**config.mk**
```make
export PLATFORM = sky130hd
export DESIGN_NAME = mvm_stream_core
export DESIGN_NICKNAME = d
export VERILOG_FILES = /design/src/rtl/mvm_pkg.sv /design/src/rtl/mvm_mac.sv /design/src/rtl/mvm_stream_core.sv
export SDC_FILE = /design/constraint.sdc
export NUM_CORES = 1
export LEC_CHECK = 0
export CAP_MARGIN = 15
export CORE_MARGIN = 3
export CORE_UTILIZATION = 55
export CTS_BUF_LIST = sky130_fd_sc_hd__clkbuf_16
export DETAILED_ROUTE_END_ITERATION = 8
export PLACE_DENSITY = 0.72
export SLEW_MARGIN = 10
export SYNTH_ARGS = -nofsm -noshare
export SYNTH_HDL_FRONTEND = slang
export SYNTH_SLANG_ARGS = --single-unit
```
**constraint.sdc**
```tcl
create_clock -name clk -period 8 [get_ports clk]
set_clock_uncertainty 0.1 [all_clocks]
set_input_delay 1.6 -clock clk [delete_from_list [all_inputs] [get_ports clk]]
set_output_delay 1.6 -clock clk [all_outputs]
set_load 0.1 [all_outputs]
```
**src/rtl/mvm_pkg.sv**
```systemverilog
// Shared state type, stream mode codes and result formatting for mvm_stream_core.
// Optional feature: define MVM_SAT_EN to saturate results instead of truncating them.
package mvm_pkg;

    typedef enum logic [1:0] {
        IDLE,
        COMPUTE,
        DRAIN
    } state_t;

    localparam logic [1:0] MODE_NOP = 2'b00;
    localparam logic [1:0] MODE_WGT = 2'b01;
    localparam logic [1:0] MODE_VEC = 2'b10;
    localparam logic [1:0] MODE_CLR = 2'b11;

    // Wide enough for any legal accumulator; callers sign-extend into it.
    localparam int FMT_W = 32;

    // Maps a result onto an out_w-bit word (low out_w bits of the return value).
    function automatic logic signed [FMT_W-1:0] sat_trunc(
        input logic signed [FMT_W-1:0] acc,
        input int                      out_w
    );
        logic signed [FMT_W-1:0] hi;
        hi = (32'sd1 <<< (out_w - 1)) - 32'sd1;
`ifdef MVM_SAT_EN
        if (acc > hi) return hi;
        if (acc < -hi - 32'sd1) return -hi - 32'sd1;
        return acc;
`else
        return acc & ((hi <<< 1) | 32'sd1);
`endif
    endfunction

endpackage

```
**src/rtl/mvm_mac.sv**
```systemverilog
// Registered signed multiply-accumulate; clr and en together load a fresh product.
module mvm_mac #(
    parameter int DATA_W = 8,
    parameter int ACC_W  = 19
) (
    input  logic                     clk,
    input  logic                     rst_n,
    input  logic                     clr,
    input  logic                     en,
    input  logic signed [DATA_W-1:0] a,
    input  logic signed [DATA_W-1:0] b,
    output logic signed [ACC_W-1:0]  acc
);

    logic signed [2*DATA_W-1:0] prod;

    assign prod = a * b;

    // NOTE: clocked state is written with non-blocking assignments only, so every
    // flop samples the pre-edge values regardless of statement order.
    always_ff @(posedge clk) begin
        if (!rst_n) begin
            acc <= '0;
        end else if (clr || en) begin
            acc <= (clr ? '0 : acc) + (en ? ACC_W'(prod) : '0);
        end
    end

endmodule

```
**src/rtl/mvm_stream_core.sv**
```systemverilog
// Byte-streamed N x N signed matrix-vector multiply (y = W*x), one MAC per cycle.
// Optional feature: MVM_SAT_EN selects saturating instead of truncating result words.
module mvm_stream_core
    import mvm_pkg::*;
#(
    parameter int N      = 4,
    parameter int DATA_W = 8,
    parameter int ACC_W  = 2*DATA_W + $clog2(N),
    parameter int OUT_W  = 8
) (
    input  logic                     clk,
    input  logic                     rst_n,
    input  logic                     ena,
    input  logic [1:0]               in_mode,
    input  logic signed [DATA_W-1:0] in_data,
    input  logic                     in_valid,
    output logic                     in_ready,
    output logic [OUT_W-1:0]         out_data,
    output logic                     out_valid,
    input  logic                     out_ready,
    output logic                     busy
);

    localparam int NN   = N * N;
    localparam int WP_W = $clog2(NN);
    localparam int XP_W = $clog2(N);
    localparam logic [XP_W-1:0] LAST = XP_W'(N - 1);

    state_t                    state_q, state_d;
    logic signed [DATA_W-1:0]  w_mem [NN];
    logic signed [DATA_W-1:0]  x_mem [N];
    logic signed [ACC_W-1:0]   y_mem [N];
    logic [WP_W-1:0]           wptr, widx;
    logic [XP_W-1:0]           xptr, row, col, wb_row, out_idx;
    logic                      issuing, wb_valid;
    logic                      in_fire, out_fire, mac_en, mac_clr;
    logic signed [ACC_W-1:0]   mac_acc;

    assign in_ready  = ena && rst_n && (state_q == IDLE);
    assign out_valid = ena && (state_q == DRAIN);
    assign busy      = (state_q != IDLE);
    assign in_fire   = in_valid && in_ready;
    assign out_fire  = out_valid && out_ready;
    assign out_data  = out_valid ? OUT_W'(sat_trunc(FMT_W'(y_mem[out_idx]), OUT_W)) : '0;

    assign widx    = WP_W'(row * N) + WP_W'(col);
    assign mac_en  = ena && issuing && (state_q == COMPUTE);
    assign mac_clr = mac_en && (col == '0);

    mvm_mac #(.DATA_W(DATA_W), .ACC_W(ACC_W)) u_mac (
        .clk   (clk),
        .rst_n (rst_n),
        .clr   (mac_clr),
        .en    (mac_en),
        .a     (w_mem[widx]),
        .b     (x_mem[col]),
        .acc   (mac_acc)
    );

    // NOTE: state_d gets its default before the case so no path leaves it unassigned,
    // which would otherwise infer a latch.
    always_comb begin
        state_d = state_q;
        unique case (state_q)
            IDLE:    if (in_fire && in_mode == MODE_VEC && xptr == LAST) state_d = COMPUTE;
            COMPUTE: if (wb_valid && wb_row == LAST)                     state_d = DRAIN;
            DRAIN:   if (out_fire && out_idx == LAST)                    state_d = IDLE;
            default: state_d = IDLE;
        endcase
    end

    // Each finished row is written back one cycle after its last MAC, so COMPUTE
    // spans N*N MAC cycles plus one write-back cycle for the final row.
    always_ff @(posedge clk) begin
        if (!rst_n) begin
            state_q  <= IDLE;
            wptr     <= '0;
            xptr     <= '0;
            row      <= '0;
            col      <= '0;
            wb_row   <= '0;
            out_idx  <= '0;
            issuing  <= 1'b0;
            wb_valid <= 1'b0;
            // NOTE: the operand and result arrays are cleared on reset because a
            // vector issued before any weight load must multiply by an all-zero W.
            for (int i = 0; i < NN; i++) w_mem[i] <= '0;
            for (int i = 0; i < N; i++) begin
                x_mem[i] <= '0;
                y_mem[i] <= '0;
            end
        end else if (ena) begin
            state_q  <= state_d;
            wb_valid <= 1'b0;
            case (state_q)
                IDLE: if (in_fire) begin
                    unique case (in_mode)
                        MODE_WGT: begin
                            w_mem[wptr] <= in_data;
                            wptr <= (wptr == WP_W'(NN - 1)) ? '0 : wptr + WP_W'(1);
                        end
                        MODE_VEC: begin
                            x_mem[xptr] <= in_data;
                            if (xptr == LAST) begin
                                xptr    <= '0;
                                row     <= '0;
                                col     <= '0;
                                issuing <= 1'b1;
                            end else begin
                                xptr <= xptr + XP_W'(1);
                            end
                        end
                        MODE_CLR: begin
                            wptr <= '0;
                            xptr <= '0;
                        end
                        default: ;
                    endcase
                end
                COMPUTE: begin
                    if (issuing) begin
                        if (col == LAST) begin
                            col      <= '0;
                            wb_valid <= 1'b1;
                            wb_row   <= row;
                            if (row == LAST) issuing <= 1'b0;
                            else             row     <= row + XP_W'(1);
                        end else begin
                            col <= col + XP_W'(1);
                        end
                    end
                    if (wb_valid) y_mem[wb_row] <= mac_acc;
                end
                DRAIN: if (out_fire) out_idx <= (out_idx == LAST) ? '0 : out_idx + XP_W'(1);
                default: ;
            endcase
        end
    end

endmodule

```
# Yosys cells after proc, flatten, opt, wreduce, memory -nomap -nowiden
# Memory sizes are Yosys's and may differ from the RTL's. A register that Yosys moved wholly into a read port is not among the register bits.
# Index checks and enable logic that the tools add are counted.
dict set report op_classes {
  n_addsub 7
  mul 1
  eq_ne 20
  muxes 63
  n_reduce_logical 30
}
# cell n
set op_table {}
lappend op_table {{$mux W18} 3}
lappend op_table {{$mux W2} 19}
lappend op_table {{$mux W1} 30}
lappend op_table {{$mux W8} 3}
lappend op_table {{$add A18 B18 Y18} 1}
lappend op_table {{$reduce_or A18 Y1} 1}
lappend op_table {{$eq A2 B2 Y1 const B} 8}
lappend op_table {{$mul A8 B8 Y16} 1}
lappend op_table {{$reduce_and A4 Y1} 4}
lappend op_table {{$reduce_or A8 Y1} 2}
lappend op_table {{$logic_and A1 B1 Y1} 12}
lappend op_table {{$ne A2 B1 Y1 const B} 6}
lappend op_table {{$pmux W2 S2} 3}
lappend op_table {{$add A2 B1 Y2 const B} 4}
lappend op_table {{$mux W4} 2}
lappend op_table {{$pmux W4 S2} 1}
lappend op_table {{$reduce_and A8 Y1} 1}
lappend op_table {{$reduce_bool A2 Y1} 4}
lappend op_table {{$ne A2 B2 Y1 const B} 3}
lappend op_table {{$pmux W2 S3} 1}
lappend op_table {{$reduce_and A6 Y1} 1}
lappend op_table {{$reduce_and A5 Y1} 1}
lappend op_table {{$add A4 B1 Y4 const B} 1}
lappend op_table {{$add A4 B2 Y4} 1}
lappend op_table {{6 further kinds} 8}
dict set report word_totals {
  ff_bits 36
  ramBits 232
  input_bits 15
  memories 3
}
# name depth word_bits rd rd_ports_with_merged_regs wr line_no
set memory_table {}
lappend memory_table {w_mem 16 8 1 0 16 mvm_stream_core.sv:30} ;# logic signed [DATA_W-1:0] w_mem [NN];
lappend memory_table {y_mem 4 18 1 1 4 mvm_stream_core.sv:32} ;# logic signed [ACC_W-1:0] y_mem [N];
lappend memory_table {x_mem 4 8 1 1 4 mvm_stream_core.sv:31} ;# logic signed [DATA_W-1:0] x_mem [N];

# Longest topological paths before layout
dict set report logic_depth {
  depth_word 10
  mapped_depth 25
  mapped_depth_nobuf 22
}

# Modules after synthesis
# From an unflattened synthesis, not the netlist that was laid out.
dict set report unflattened {
  cells_unflattened 1232
  hier_area_um2 13814.5
}
# mod n_inst cells_per_inst area_per_inst_um2
set by_module_without_submodules {}
lappend by_module_without_submodules {mvm_stream_core 1 721 9569.2}
lappend by_module_without_submodules {mvm_mac 1 511 4245.3}

# Least setup slack after synthesis
# Ideal clock, no wire load.
dict set report synth_path {
  path_type {input port to output port}
  startpoint {in ena}
  endpoint {out out_data[0]}
  arrival_time_ns 3.748
  required_ns 6.300
  path_slack_ns 2.552
  path_stages 4
  cell_sequence {inv_1 nor3b_1 clkbuf_1 and2_1}
}
dict set report synth_between {
  elab_chain_len 2
}
# element line_no
set synth_rtl {}
lappend synth_rtl {{start: declaration} mvm_stream_core.sv:13} ;# input logic ena,
lappend synth_rtl {{$logic_and A1 B1 Y1} mvm_stream_core.sv:40} ;# assign out_valid = ena && (state_q == DRAIN);
lappend synth_rtl {{named net out_valid} mvm_stream_core.sv:19} ;# output logic out_valid,
lappend synth_rtl {{$mux W8} mvm_stream_core.sv:44} ;# assign out_data = out_valid ? OUT_W'(sat_trunc(FMT_W'(y_mem[out_idx]), OUT_W)) : '0;
lappend synth_rtl {{end: declaration} mvm_stream_core.sv:18} ;# output logic [OUT_W-1:0] out_data,
# The timed path passes the listed nets, and every way through them passes these cells.

# Worst setup path in the final report
dict set report layout_path {
  startpoint {reg col[0]}
  endpoint {reg u_mac.acc[7]}
}
dict set report layout_between {
  elab_chain_len 5
  elab_cells_between_ends 9
  cone_classes {add/sub (2); mul (1); mux (2); reduce/logical (3); memory (1)}
}
# element line_no
set layout_rtl {}
lappend layout_rtl {{start: declaration} mvm_stream_core.sv:34} ;# logic [XP_W-1:0] xptr, row, col, wb_row, out_idx;
lappend layout_rtl {{start signal: assignment} mvm_stream_core.sv:129} ;# col <= col + XP_W'(1);
lappend layout_rtl {{$add A4 B2 Y4} mvm_stream_core.sv:46} ;# assign widx = WP_W'(row * N) + WP_W'(col);
lappend layout_rtl {{$mem_v2 Z16 W8} --}
lappend layout_rtl {{$mul A8 B8 Y16} mvm_mac.sv:17} ;# assign prod = a * b;
lappend layout_rtl {{$mux W18} mvm_mac.sv:25} ;# acc <= (clr ? '0 : acc) + (en ? ACC_W'(prod) : '0);
lappend layout_rtl {{$add A18 B18 Y18} mvm_mac.sv:25}
lappend layout_rtl {{end signal: assignment} mvm_mac.sv:25}
lappend layout_rtl {{end: declaration} mvm_mac.sv:12} ;# output logic signed [ACC_W-1:0] acc
# Parallel ways exist; a longest one is shown, timed or not.
# A chain may end at the register's enable or synchronous reset.

==> metrics.md <==
| Metric | Value |
|---|---|
| Status | finished clean |
| Sequential-to-total area share from yosys stat | 55.5% |
| F_max | 163 MHz |
| Clock Latency Late Sink | 0.52 ns |
| Switching share of power | about a fifth |
| Reg area | 6370 um^2 |
| Core Region | 20400 um^2 |
| Worst-path clk slew | approximately 0.06 ns |
| DP Wirelength | 17.0 mm |
| Worst-path fanout max | 13 |
| Final Hold Fails | 0 |
| Resized Gates After CTS | 0 |
| CP required | 8.35 ns |
| Drt first pass iters | 5 |
| Post-CTS Setup Bufs | 0 |
| DIE WIDTH | between 150 and 200 um |
| DR vias/cell | 5.65 |
| Share of post-route cells with drive strength above 1 | 9.79% |
| M1 wire length | roughly 10 mm |
| Total Neg Setup Slack | 0 ns |
| Highest routed layer | met4 |
| Total of max-cap violations | 0 |
| Leakage | 4.75 nW |
| DR WL met2 | 12.1 mm |
| Gate power share | under 10% |
| Buffers on Ports | 25 |
| RSZ-0062 raised after global routing | no |
| Slew HR | 27.7% |
| Ant diodes | 0 |
| Worst Setup Start Kind | flip-flop |
| Fraction of registers with async set or reset after synthesis | 0% |
| Primary FF master, synth | edfxtp_1 |
| Metal3 WL | 1.21 mm |
| Sink Count | between 200 and 250 |
| All-Layer GR Usage | a little over a fifth |
| DRC | 0 |
| TritonCTS clock tree | done |
| I/O pins | 26 |
| H-tree depth | 1 |
| First-pass GRT wire length | roughly 38 mm |
| Cell area power density | a little under 200 nW/um^2 |
| Clk root buf | clkbuf_16 |
| Period utilization | 76.7% |
| P&R area growth vs syn | 10.9% |
| Mapped cell area | 11500 um^2 |
| Avg Inst Size Synth | 12.8 um^2 |
| Hold WC Path Type | reg -> reg |
| Peak VDD IR | 0.179 mV |
| Multi-input gate area | roughly 4700 um^2 |
| Number of fill cells | approximately 1600 |
| Pin count of the biggest net entering global routing | 53 |
| Die area | 22600 um^2 |
| Setup-failing EPs final | 0 |
| Post-route ant nets | 0 |
| Final Util | 62.4% |
| Net Switching | around 0.52 mW |
| Initial antenna violation count | 0 |
| Via count | approximately 7000 |
| Crit path kind | reg -> reg |
| Slew Viols, Final | 0 |
| Cells after Synth | 898 |
| Routability cong. | approximately 0.87 |
| FP Rows | 52 |
| Chip height | 150 um |
| Number of flops mapped to enable cells by yosys | 192 |
| #FFs+latches synth | about 220 |
| Fin crit period | just over 6 ns |
| CTS Hold Bufs | 0 |
| Initial Util | 56.3% |
| Routed len/inst | 20.1 um |
| Vias in the first global route | 6640 |
| Nets | about 1000 |
| Clock power share | 43.4% |
| Synth cell types | 49 |
| Total wire length | 24.3 mm |
| Overflow after GRT | 0 |
| TritonCTS Buffers | 24 |
| Warnings from Yosys | 0 |
| Endpoint class of the critical path | flip-flop |
| 1st-iter DRT viols | 509 |
| Seq pwr share | 52.4% |
| Syn Nets | 961 |
| Int Power | 1.97 mW |
| Arrival time at the worst endpoint | 6.48 ns |
| Worst-Margin Slew | approximately 1.1 ns |
| Clock Path Buffers | 3 |
## placed cells by master (no fill, tap or decap), types with 6 or more instances in the layout
master and count:
a21boi_0 10, a21oi_1 15, a221oi_1 7, a22oi_1 7, a31oi_1 6, and2_1 234, buf_4 16, clkbuf_16 24
clkdlybuf4s50_1 24, dfxtp_1 29, edfxtp_1 192, fa_1 13, ha_1 35, inv_1 42, mux2i_1 17, mux4_1 7
mux4_2 33, nand2_1 59, nand2b_1 14, nand3_1 16, nor2_1 23, nor2b_1 7, nor3_1 8, o21ai_0 31
xnor2_1 17
## cell type report
cell class | count | share of cell area (%)
Tap cell | 270 | 2.66
Timing Repair Buffer | 44 | 2.99
Sequential cell | 222 | 50.1
Clock buffer | 24 | 4.72
Clock inverter | 20 | 1.36
Multi-Input combinational cell | 594 | 37.1
Inverter | 36 | 1.06
## path summary, 6_finish.rpt
| kind | cells past startpoint | end | slack, ns | startpoint |
|---|---|---|---|---|
| setup / recovery | 20 | u_mac.acc[7]$_SDFFE_PN0P_ | 1.86 | col[0]$_SDFFE_PN0P_ |
| hold / removal | 2 | issuing$_SDFFE_PN0P_ | 0.39 | issuing$_SDFFE_PN0P_ |
| setup reg to reg | 20 | u_mac.acc[7]$_SDFFE_PN0P_ | 1.86 | col[0]$_SDFFE_PN0P_ |
| hold reg to reg | 2 | issuing$_SDFFE_PN0P_ | 0.39 | issuing$_SDFFE_PN0P_ |
## stage by stage
step / instance area (um^2) / power (mW) / worst slack [ns] / hold WS, ns / std cells
CTS: 12700 / 2.51 / 1.71 / 0.396 / 1207
detailed placement: 11900 / 1.44 / 1.72 / 0.386 / 1163
global route: 12700 / 2.56 / 1.43 / 0.423 / 1210
global placement: 11900 / 1.43 / 1.88 / 0.378 / 1163
finish: 12700 / 2.49 / 1.86 / 0.393 / 1210
floorplan: 11500 / 1.39 / 2.55 / 0.356 / 898
## layer usage
metal  track usage [%]  up-vias
met1              30.5     3381
met4              6.13        0
met5                 0        -
met2              36.5      182
met3              2.71       38
li1                  -     3240
## cells in the mapped netlist, types with 7 or more instances
cell      instances  share of area [%]
a22oi_1           7               0.46
and2_1          234                 13
a221oi_1          7               0.53
a21boi_0         10               0.65
xnor2_1          17                1.3
mux4_1            7                1.6
ha_1             35                3.8
dfxtp_1          30                5.2
nor2_1           23               0.75
nand2_1          59                1.9
fa_1             13                2.3
nand3_1          16               0.70
nor3_1            8               0.35
o21ai_0          31                1.4
mux4_2           33                6.5
nand2b_1         14               0.76
mux2i_1          17                1.5
inv_1            36                1.2
nor2b_1           7               0.38
a21oi_1          15               0.65
edfxtp_1        192                 50
clkbuf_1         33                1.1
## power groups by stage
stage	sequential, mW	clock (mW)	combinational [mW]
global route	1.31	1.14	0.113
finish	1.31	1.08	0.103
global placement	1.33	0	0.102
floorplan	1.32	0	0.0652
CTS	1.31	1.10	0.104
detailed placement	1.33	0	0.104
## registers in the layout, summed over array words and instances, names as in the netlist, 2 cells and up, named ones only
register   count
u_mac.acc      8
wptr           4
wb_row         2
w_mem        128
y_mem         32
out_idx        2
col            2
xptr           2
x_mem         32
row            2
state_q        2
## worst max-delay path: stages, from the launching register on
cell     delay (ns)
dfxtp_1        0.71
buf_4          0.38
mux4_2         0.53
a22oi_1        0.46
nand2_1        0.19
and2_1         0.18
ha_1           0.27
ha_1           0.28
inv_1          0.05
fa_1           0.51
fa_1           0.55
inv_1          0.04
ha_1           0.31
xnor2_1        0.16
nor2_1         0.06
ha_1           0.35
a21oi_1        0.14
o21ai_0        0.11
xnor2_1        0.15
xnor3_1        0.39
a21oi_1        0.14
## kinds of logic after synthesis
logic type / count (synthesis) / synth area share (%)
AO/OA/AOI/OAI: 87 / 4.80
multiplexers: 58 / 9.67
AND/OR/NAND/NOR: 378 / 18.8
buffers and inverters: 82 / 3.28
flip-flops: 222 / 55.5
adder cells (fa/ha/maj): 48 / 6.09
XOR/XNOR: 23 / 1.88
Note: power is estimated with default switching activity, not from simulation.
